## config.mk

```make
export PLATFORM = sky130hd
export DESIGN_NAME = button_debouncer
export DESIGN_NICKNAME = d
export VERILOG_FILES = /design/src/rtl/button_debouncer.sv
export SDC_FILE = /design/constraint.sdc
export NUM_CORES = 1
export LEC_CHECK = 0
export CAP_MARGIN = 20
export CORE_AREA = 5 5 42 44
export DETAILED_ROUTE_END_ITERATION = 8
export DIE_AREA = 0 0 47 49
export SYNTH_ARGS = -nofsm -noshare
export SYNTH_HDL_FRONTEND = slang
export SYNTH_SLANG_ARGS = --single-unit
```

## constraint.sdc

```tcl
create_clock -name clk -period 3.52 [get_ports clk]
set_clock_uncertainty 0.1 [all_clocks]
set_input_delay 0.88 -clock clk [delete_from_list [all_inputs] [get_ports clk]]
set_output_delay 0.88 -clock clk [all_outputs]
set_load 0.01 [all_outputs]
```

## src/rtl/button_debouncer.sv

```systemverilog
// Input conditioning for buttons and switches: per-bit synchroniser chain followed by
// a tick-qualified stability counter that only lets a level through once it has settled.
module button_debouncer #(
  parameter int WIDTH        = 1,
  parameter int SYNC_STAGES  = 2,
  parameter int STABLE_TICKS = 4,
  parameter bit RESET_LEVEL  = 1'b0
) (
  input  logic             clk,
  input  logic             rst,
  input  logic             tick,
  input  logic [WIDTH-1:0] in,
  output logic [WIDTH-1:0] out,
  output logic [WIDTH-1:0] changed
);

  localparam int CNT_W = ($clog2(STABLE_TICKS + 1) < 1) ? 1 : $clog2(STABLE_TICKS + 1);
  localparam logic [CNT_W-1:0] CNT_LAST = CNT_W'(STABLE_TICKS - 1);

  logic [WIDTH-1:0] sync_q [SYNC_STAGES];
  logic [CNT_W-1:0] cnt    [WIDTH];
  logic [WIDTH-1:0] s;

  assign s = sync_q[SYNC_STAGES-1];

  always_ff @(posedge clk) begin
    if (rst) begin
      for (int j = 0; j < SYNC_STAGES; j++) sync_q[j] <= {WIDTH{RESET_LEVEL}};
    end else begin
      sync_q[0] <= in;
      for (int j = 1; j < SYNC_STAGES; j++) sync_q[j] <= sync_q[j-1];
    end
  end

  // Any cycle where the synchronised level matches out discards progress, tick or not.
  always_ff @(posedge clk) begin
    if (rst) begin
      out     <= {WIDTH{RESET_LEVEL}};
      changed <= '0;
      for (int i = 0; i < WIDTH; i++) cnt[i] <= '0;
    end else begin
      for (int i = 0; i < WIDTH; i++) begin
        changed[i] <= 1'b0;
        if (s[i] == out[i]) begin
          cnt[i] <= '0;
        end else if (tick) begin
          if (cnt[i] == CNT_LAST) begin
            out[i]     <= s[i];
            cnt[i]     <= '0;
            changed[i] <= 1'b1;
          end else begin
            cnt[i] <= cnt[i] + CNT_W'(1);
          end
        end
      end
    end
  end

endmodule

```

==> flow_summary.yaml, run 1 <==
synthesis:
  synth_most_common_cell: "dfxtp_1"
  ys_warn_count: 0
  syn_area_per_cell_um2: 12.15
  ys_top_cells_by_count: "4 x dfxtp_1, 3 x edfxtp_1, 3 x nor4_1"
  yosys-top-cells-area: "edfxtp_1 31%, dfxtp_1 27%, ha_1 8.6%"
  synth_top_family_by_area: "simple AND/OR/NAND/NOR gates"
  async_flop_share: 0
  syn_area_um2: 291.5
  syn-instance-count: 24
  seq_area_frac_synth: 0.5837
  synth.ff_latch_count: 7
  synth_area_leader_cell: "edfxtp_1"
  synth_compound_area_frac: 0.05150
  synth_edf_count: 3
  synthXorXnorAreaFrac: 0.03004
  synthDominantCellAreaShare: 0.3090
  synth-main-ff-cell: "dfxtp_1"
  synth_fp_nets: 30
  yosys.area_share.simple: 0.2361
  synth.distinct_cells: 14
  synthMuxAreaShare: 0
  synth_adder_area_share: 0.08584
timing:
  slew_headroom: 0.7657
  final.setup.tns_ns: 0
  fmax_mhz: 463.4
  rsz0062_at_grt: "false"
  period_minus_slack_ns: 2.158
  timing.final.ws_setup_ns: 1.362
  finalSetupViolations: 0
  drv_slew: 0
  worstMarginPinSlew_ns: 0.3489
  finalHoldViolCount: 0
  fin_crit_sh: 0.6130
pwr:
  switching_share: 0.2063
  combPwrFrac: 0.052
  pwr_density_cell_nw_per_um2: 436.4
  intPower_uw: 134.4
  power.leakage_nw: 0.1421
  p_seq_frac: 0.513
  switchingPower_uw: 34.91
  peakVddDrop_uv: 183.8
  p_clk_frac: 0.435
outcome:
  outcome: "completed"
finish:
  n_antenna_cell: 0
  syn_to_final_growth_pct: 33.05
  nets: 40
  drive_gt1_frac: 0.1212
drt:
  drtIter0Drc: 7
  vias: 211
  drt-total-wl_um: 461
  drt_first_pass_iters: 4
  avgRoutedWirePerCell_um: 9.408
  drcViolationCount: 0
  ant_nets: 0
  viasPerCell: 4.306
cts:
  cts_sinks: 7
  cts.htree.levels: 1
  clockBufferDepth: 2
  cts_tree: "yes"
  clk_pin_slew_ns: 0.06
  cts_buffers: 3
  cts_setup_buffers: 0
  clkLatencyLatePin_ns: 0.25
  ctsHoldBuffers: 0
  ctsResizeCount: 0
  clockRootBuffer: "clkbuf_4"
critical_path:
  critPathCaptureType: "primary output"
  crit_arrival_ns: 1.18
  crit_type: "flop to primary output"
  critPathTopFamily: "buffers and inverters"
  path_cells: "clkdlybuf4s50_1"
  cpMaxStageDelayCell: "clkdlybuf4s50_1"
  r2r_slack_ns: 2.04
  worstPathMaxFanout: 3
  start_kind: "flop"
  reg2reg_from: "cnt[0][0]$_SDFFCE_PN0P_"
  worstRegToRegCells: 4
  cpPeakStageDelay_ns: 0.56
  worstPathRequired_ns: 2.54
  path_buf_inv: 1
  r2r-end: "cnt[0][2]$_SDFFCE_PN0P_"
floorplanning:
  start_util: 0.2080
  fp.dieArea_um2: 2303
  num_io_pins: 6
  die_w_um: 47
  fp.coreArea_um2: 1401
  std_cell_rows: 14
  die_y_um: 49
worst_hold_path:
  hold_class: "flop to flop"
  hold_end: "sync_q[0][1]$_SDFF_PP0_"
  min-delay-start: "sync_q[0][0]$_SDFF_PP0_"
  min_path_cells: 1
global_routing:
  antenna_found_initial: 0
  overflow: 0
  grt_pass1_wl_um: 772
  grt_max_degree: 9
  grt_pass1_vias: 182
  grt_util_all_layers: 0.05248
placement:
  dp_slack_ns: 1.275
  gp_congestion: 0.7816
  port_buffers: 5
  place_hpwl_um: 328.3
run:
  drv_cap: 0
-- kinds of logic after synthesis --
kind of cell	Yosys count
xor gates and xnor gates	1
AOI/OAI and AO/OA	2
DFF	7
adders and majority gates	2
buffers and inverters	1
and+or+nand+nor	11
-- cell type report --
class,count,area [µm²]
Clock buffer,4,26.28
Sequential cell,7,170.2
Inverter,1,3.754
Fill cell,161,1013
Tap cell,16,20.02
Timing Repair Buffer,5,50.05
Multi-Input combinational cell,16,117.6
-- sequential cells by signal, summed over array words and instances, names as in the netlist --
name and flops:
out 1, cnt 3, sync_q 2, changed 1
-- how the worst max path moves through the flow --
stage / to / from / cells past startpoint
global route: out / out$_SDFFE_PP0P_ / 1
floorplan: cnt[0][0]$_SDFFCE_PN0P_ / rst / 1
finish: out / out$_SDFFE_PP0P_ / 1
CTS: out / out$_SDFFE_PP0P_ / 1
global placement: cnt[0][2]$_SDFFCE_PN0P_ / rst / 2
detailed placement: cnt[0][2]$_SDFFCE_PN0P_ / rst / 2
-- cell usage in the layout (no fill, tap or decap) --
cell type,instances
ha_1,2
dfxtp_1,4
a21bo_2,1
edfxtp_1,3
nor4bb_1,1
nand2_1,1
inv_1,1
nor4_1,3
or3_1,1
clkdlybuf4s50_1,5
nand2b_1,2
nand3_1,1
clkbuf_4,3
a21oi_1,1
clkbuf_1,1
xnor2_1,1
nor2b_1,2
-- routing by layer --
metal  wire [µm]  global-route usage  up-vias  share of wire
met5           0                   0        -              0
met4          23             0.06912        0          0.050
met3          31             0.03321        3          0.067
met2         175             0.04751        8           0.38
met1         231             0.06517       93           0.50
li1            -                   -      107              -
-- power groups by stage --
stage / Combinational (mW) / Clock, mW / Sequential, mW
CTS: 0.00889 / 0.0768 / 0.0869
global route: 0.00980 / 0.0814 / 0.0868
global placement: 0.00887 / 0 / 0.0885
floorplan: 0.00327 / 0 / 0.0883
finish: 0.00882 / 0.0736 / 0.0869
detailed placement: 0.00887 / 0 / 0.0885
-- per-stage QoR --
step | instance area [µm²] | instances | power [mW] | hold WS, ns | utilization
floorplan | 291.5 | 24 | 0.09157 | 0.3138 | -
global placement | 361.6 | 45 | 0.09736 | 0.3459 | 0.2580
detailed placement | 361.6 | 45 | 0.09739 | 0.3456 | 0.2580
CTS | 387.9 | 49 | 0.1725 | 0.3548 | 0.2768
global route | 387.9 | 49 | 0.1780 | 0.3626 | 0.2768
finish | 387.9 | 49 | 0.1693 | 0.3462 | 0.2768
Power figures use the tool's default switching activity.
==> inputs of run 2 (changes only) <==
- clock period: 3.52 -> 2.03 ns (I/O delays scaled with it)
==> run 2 against run 1 <==
  * Design area up 3.9%
  * Sequential share of layout area is 1.6 points lower
  * Non-clock buffer count is 2 higher
  * Routed wire length up 3.5%
  * Flip-flop and latch count unchanged
  * First-iteration DRC count decreased by 14%
  * Critical path depth unchanged
  * Combinational power rose by 110%
  * Final cell count is 4.1% higher
  * Register-to-register slack got worse by 1.5 ns
  * Critical path type unchanged
==> flow_summary.yaml, run 2 (synthesis gave the netlist of run 1 again) <==
global_routing:
  grt_pass1_vias: 245
  grt_util_all_layers: 0.05882
  grt_pass1_wl_um: 945
  grt_max_degree: 8
  antenna_found_initial: 0
  overflow: 0
floorplanning:
  start_util: 0.2080
  std_cell_rows: 14
  num_io_pins: 6
  die_y_um: 49
  die_w_um: 47
  fp.dieArea_um2: 2303
  fp.coreArea_um2: 1401
placement:
  dpl.cell_count: 47
  place_hpwl_um: 365.1
  dp_slack_ns: 0.3058
  dpl_cell_area_um2: 376.6
  port_buffers: 5
  gp_congestion: 0.7785
drt:
  drtIter0Drc: 6
  ant_nets: 0
  vias: 215
  drcViolationCount: 0
  drt-total-wl_um: 477
  avgRoutedWirePerCell_um: 9.353
  drt_first_pass_iters: 2
  viasPerCell: 4.216
cts:
  clockBufferDepth: 2
  cts_buffers: 3
  ctsHoldBuffers: 0
  clkLatencyLatePin_ns: 0.24
  clk_pin_slew_ns: 0.05
  cts_setup_buffers: 0
  clockRootBuffer: "clkbuf_4"
  ctsResizeCount: 0
  cts_tree: "yes"
  cts.htree.levels: 1
  cts_sinks: 7
timing:
  worstMarginPinSlew_ns: 0.3805
  fmax_mhz: 568.2
  rsz0062_at_grt: "false"
  fin_crit_sh: 0.8670
  period_minus_slack_ns: 1.760
  finalHoldViolCount: 0
  timing.final.ws_setup_ns: 0.2700
  finalSetupViolations: 0
  drv_slew: 0
  slew_headroom: 0.7445
  final.setup.tns_ns: 0
finish:
  final_common_cell: "clkdlybuf4s50_1"
  regArea_um2: 170.2
  stdcell_area_um2: 402.9
  n_antenna_cell: 0
  fin_util: 0.2875
  top_regs: "cnt: 3 flops, sync_q: 2 flops"
  layout_common_cells: "5 x clkdlybuf4s50_1, 4 x dfxtp_1, 3 x nor4_1, 3 x clkbuf_4, 3 x edfxtp_1"
  syn_to_final_growth_pct: 38.20
  drive_gt1_frac: 0.1714
  multi_input_area_um2: 117.6
  largest-register: "cnt"
  fillers: 159
  nets: 42
  largest_reg_flops: 3
  instances_no_fill: 51
critical_path:
  worstPathMaxFanout: 3
  worstPathRequired_ns: 1.42
  r2r-end: "cnt[0][2]$_SDFFCE_PN0P_"
  cpMaxStageDelayCell: "clkdlybuf4s50_1"
  crit_type: "flop to primary output"
  crit_arrival_ns: 1.15
  r2r_slack_ns: 0.54
  critPathCaptureType: "primary output"
  critPathTopFamily: "buffers and inverters"
  reg2reg_from: "cnt[0][0]$_SDFFCE_PN0P_"
  worstRegToRegCells: 4
  startpoint: "out$_SDFFE_PP0P_"
  cpPeakStageDelay_ns: 0.55
  cp.depth: 1
  start_kind: "flop"
  crit_path_end: "out"
  path_cells: "clkdlybuf4s50_1"
  path_buf_inv: 1
worst_hold_path:
  hold_class: "flop to flop"
run:
  drv_cap: 0
outcome:
  outcome: "completed"
pwr:
  pwr_density_cell_nw_per_um2: 720.0
  peakVddDrop_uv: 272.3
  power.leakage_nw: 0.1517
[run 2: cell types whose count changed in the layout (fill, tap and decap cells not counted)]
| cell | change |
|---|---|
| buf_4 | +2 |
[run 2: cell type report]
type | count | share of cell area
Clock buffer | 4 | 0.06522
Sequential cell | 7 | 0.4224
Timing Repair Buffer | 7 | 0.1615
Multi-Input combinational cell | 16 | 0.2919
Inverter | 1 | 0.009317
Tap cell | 16 | 0.04969
[run 2: routing by layer]
| layer | part of all wire | track usage |
|---|---|---|
| met1 | 0.47 | 0.07175 |
| met2 | 0.47 | 0.07466 |
| met3 | 0.065 | 0.02214 |
| met4 | 0 | 0.05530 |
| met5 | 0 | 0 |
[run 2: stage by stage]
| step | power (mW) | hold WS, ns |
|---|---|---|
| after floorplan | 0.1588 | 0.3138 |
| after CTS | 0.2975 | 0.3399 |
| after global routing | 0.3120 | 0.3722 |
| after global placement | 0.1718 | 0.3164 |
| after detailed placement | 0.1719 | 0.3313 |
| final | 0.2901 | 0.3345 |
[run 2: how the worst min path moves through the flow]
stage,start,to,slack (ns),depth (start not counted)
finish,sync_q[0][0]$_SDFF_PP0_,sync_q[0][1]$_SDFF_PP0_,0.33,1
global route,sync_q[0][0]$_SDFF_PP0_,sync_q[0][1]$_SDFF_PP0_,0.37,1
CTS,sync_q[0][0]$_SDFF_PP0_,sync_q[0][1]$_SDFF_PP0_,0.34,1
detailed placement,sync_q[0][0]$_SDFF_PP0_,sync_q[0][1]$_SDFF_PP0_,0.33,1
global placement,sync_q[0][0]$_SDFF_PP0_,sync_q[0][1]$_SDFF_PP0_,0.32,1
floorplan,sync_q[0][0]$_SDFF_PP0_,sync_q[0][1]$_SDFF_PP0_,0.31,1
[run 2: power by group]
group / switching (mW) / internal [mW] / leakage (nW)
clock network: 0.0461 / 0.0747 / 0.0150
registers: 0.00133 / 0.150 / 0.0691
logic: 0.00745 / 0.0109 / 0.0677
total: 0.0549 / 0.235 / 0.152
==> inputs of run 3 (changes only) <==
- clock period: 2.03 -> 1.6 ns (I/O delays scaled with it)
==> run 3 against run 2 <==
  * Worst hold slack improved by 0.0018 ns
  * Die area unchanged
  * Design area is 1.2% higher
  * Worst setup slack worse by 0.19 ns
  * Final cell count rose by 2.0%
  * Sequential power increased by 26%
  * Critical endpoint is now cnt[0][0]$_SDFFCE_PN0P_
  * Largest cell class unchanged
  * Highest routed layer unchanged
==> flow_summary.yaml, run 3 (synthesis gave the netlist of run 1 again) <==
placement:
  place_hpwl_um: 414.9
  port_buffers: 5
  dpl_cell_area_um2: 384.1
  gp_congestion: 0.6839
cts:
  clk_pin_slew_ns: 0.05
  clkLatencyLatePin_ns: 0.24
  cts_sinks: 7
  cts_buffers: 3
  cts.htree.levels: 1
  ctsHoldBuffers: 0
  clockRootBuffer: "clkbuf_4"
  clockBufferDepth: 2
  cts_tree: "yes"
timing:
  finalSetupViolations: 0
  drv_slew: 0
  fmax_mhz: 655.9
  rsz0062_at_grt: "false"
  period_minus_slack_ns: 1.525
  slew_headroom: 0.7822
  fin_crit_sh: 0.9529
  worstMarginPinSlew_ns: 0.3237
  finalHoldViolCount: 0
pwr:
  switchingPower_uw: 69.87
  pwr_density_cell_nw_per_um2: 905.3
  power.leakage_nw: 0.1657
  p_seq_frac: 0.518
  combPwrFrac: 0.067
  switching_share: 0.1892
  p_clk_frac: 0.414
  intPower_uw: 299.4
  power.total_uw: 369.3
  peakVddDrop_uv: 297.5
floorplanning:
  fp.dieArea_um2: 2303
  die_w_um: 47
  fp.coreArea_um2: 1401
  std_cell_rows: 14
  num_io_pins: 6
  start_util: 0.2080
  die_y_um: 49
worst_hold_path:
  hold_end: "sync_q[0][1]$_SDFF_PP0_"
  min-delay-start: "sync_q[0][0]$_SDFF_PP0_"
  hold_class: "flop to flop"
  min_path_cells: 1
drt:
  drt-total-wl_um: 519
  avgRoutedWirePerCell_um: 9.981
  drt_first_pass_iters: 2
  drtIter0Drc: 1
  vias: 210
  ant_nets: 0
  drcViolationCount: 0
  viasPerCell: 4.038
global_routing:
  grt_pass1_vias: 239
  grt_util_all_layers: 0.05520
  grt_pass1_wl_um: 903
  overflow: 0
  antenna_found_initial: 0
  grt_max_degree: 8
finish:
  fillers: 159
  largest-register: "cnt"
  largest_reg_flops: 3
  drive_gt1_frac: 0.1944
  top_regs: "cnt: 3 flops, sync_q: 2 flops"
  n_antenna_cell: 0
  syn_to_final_growth_pct: 39.91
  nets: 43
  final_common_cell: "dfxtp_1"
  stdcell_area_um2: 407.9
critical_path:
  r2r_slack_ns: 0.08
  worstRegToRegCells: 3
  reg2reg_from: "cnt[0][0]$_SDFFCE_PN0P_"
  worstPathRequired_ns: 1.53
  crit_arrival_ns: 1.46
  crit_type: "flop to flop"
  worstPathMaxFanout: 6
  r2r-end: "cnt[0][0]$_SDFFCE_PN0P_"
  start_kind: "flop"
  critPathCaptureType: "flop"
run:
  drv_cap: 0
outcome:
  outcome: "completed"
-- run 3: changes by cell type in the layout (fill, tap and decap cells not counted), sizes merged --
cell | previous run | this run
clkdlybuf4s50 | 5 | 3
buf | 2 | 3
dlygate4sd2 | 0 | 2
-- run 3: final cells by class --
cell class | count | area, µm² | area share
tap | 16 | 20.02 | 0.04908
clock buffer | 4 | 26.28 | 0.06442
timing repair buffer | 8 | 70.07 | 0.1718
inverter | 1 | 3.754 | 0.009202
multi-input combinational | 16 | 117.6 | 0.2883
sequential | 7 | 170.2 | 0.4172
-- run 3: repair_timing --
action                     4_1_cts  5_1_grt
resized for setup                2        0
setup endpoints to repair        2        0
hold endpoints to repair         0        0
setup buffers                    0        0
-- run 3: power groups by stage --
stage                     Clock [mW]  Sequential (mW)  Combinational, mW
after floorplan                    0            0.194            0.00719
after global placement             0            0.195             0.0244
after detailed placement           0            0.195             0.0247
after CTS                      0.161            0.191             0.0250
after global routing           0.169            0.192             0.0276
final                          0.153            0.191             0.0249
-- run 3: layer usage --
layer | up-vias | wire, µm | global-route usage
met4 | 0 | 0 | 0.02765
met3 | 0 | 27 | 0.02214
met2 | 5 | 280 | 0.09502
met1 | 93 | 211 | 0.05357
met5 | - | 0 | 0
li1 | 112 | - | -
-- run 3: through the flow --
| stage | setup WS [ns] | std cells | util | hold slack, ns | setup TNS, ns |
|---|---|---|---|---|---|
| 6_report | 0.07540 | 52 | 0.2911 | 0.3363 | 0 |
| 5_1_grt | 0.001118 | 52 | 0.2911 | 0.3749 | 0 |
| 4_1_cts | 0.04728 | 52 | 0.2911 | 0.3418 | 0 |
| 3_5_place_dp | -0.05093 | 48 | 0.2741 | 0.3293 | -0.09367 |
| 3_3_place_gp | -0.0003364 | 48 | 0.2741 | 0.3178 | -0.001005 |
| 2_1_floorplan | 0.2720 | 24 | - | 0.3138 | 0 |
-- run 3: critical path: stages, from the launching register on --
cell and delay (ns):
edfxtp_1 0.39, ha_1 0.22, ha_1 0.24, nor4_1 0.36
-- run 3: worst max-delay path by stage --
stage | from | to
after global placement | rst | cnt[0][2]$_SDFFCE_PN0P_
after detailed placement | rst | cnt[0][0]$_SDFFCE_PN0P_
after floorplan | cnt[0][0]$_SDFFCE_PN0P_ | cnt[0][2]$_SDFFCE_PN0P_
final | cnt[0][0]$_SDFFCE_PN0P_ | cnt[0][0]$_SDFFCE_PN0P_
after CTS | cnt[0][0]$_SDFFCE_PN0P_ | cnt[0][0]$_SDFFCE_PN0P_
after global routing | cnt[0][0]$_SDFFCE_PN0P_ | cnt[0][0]$_SDFFCE_PN0P_
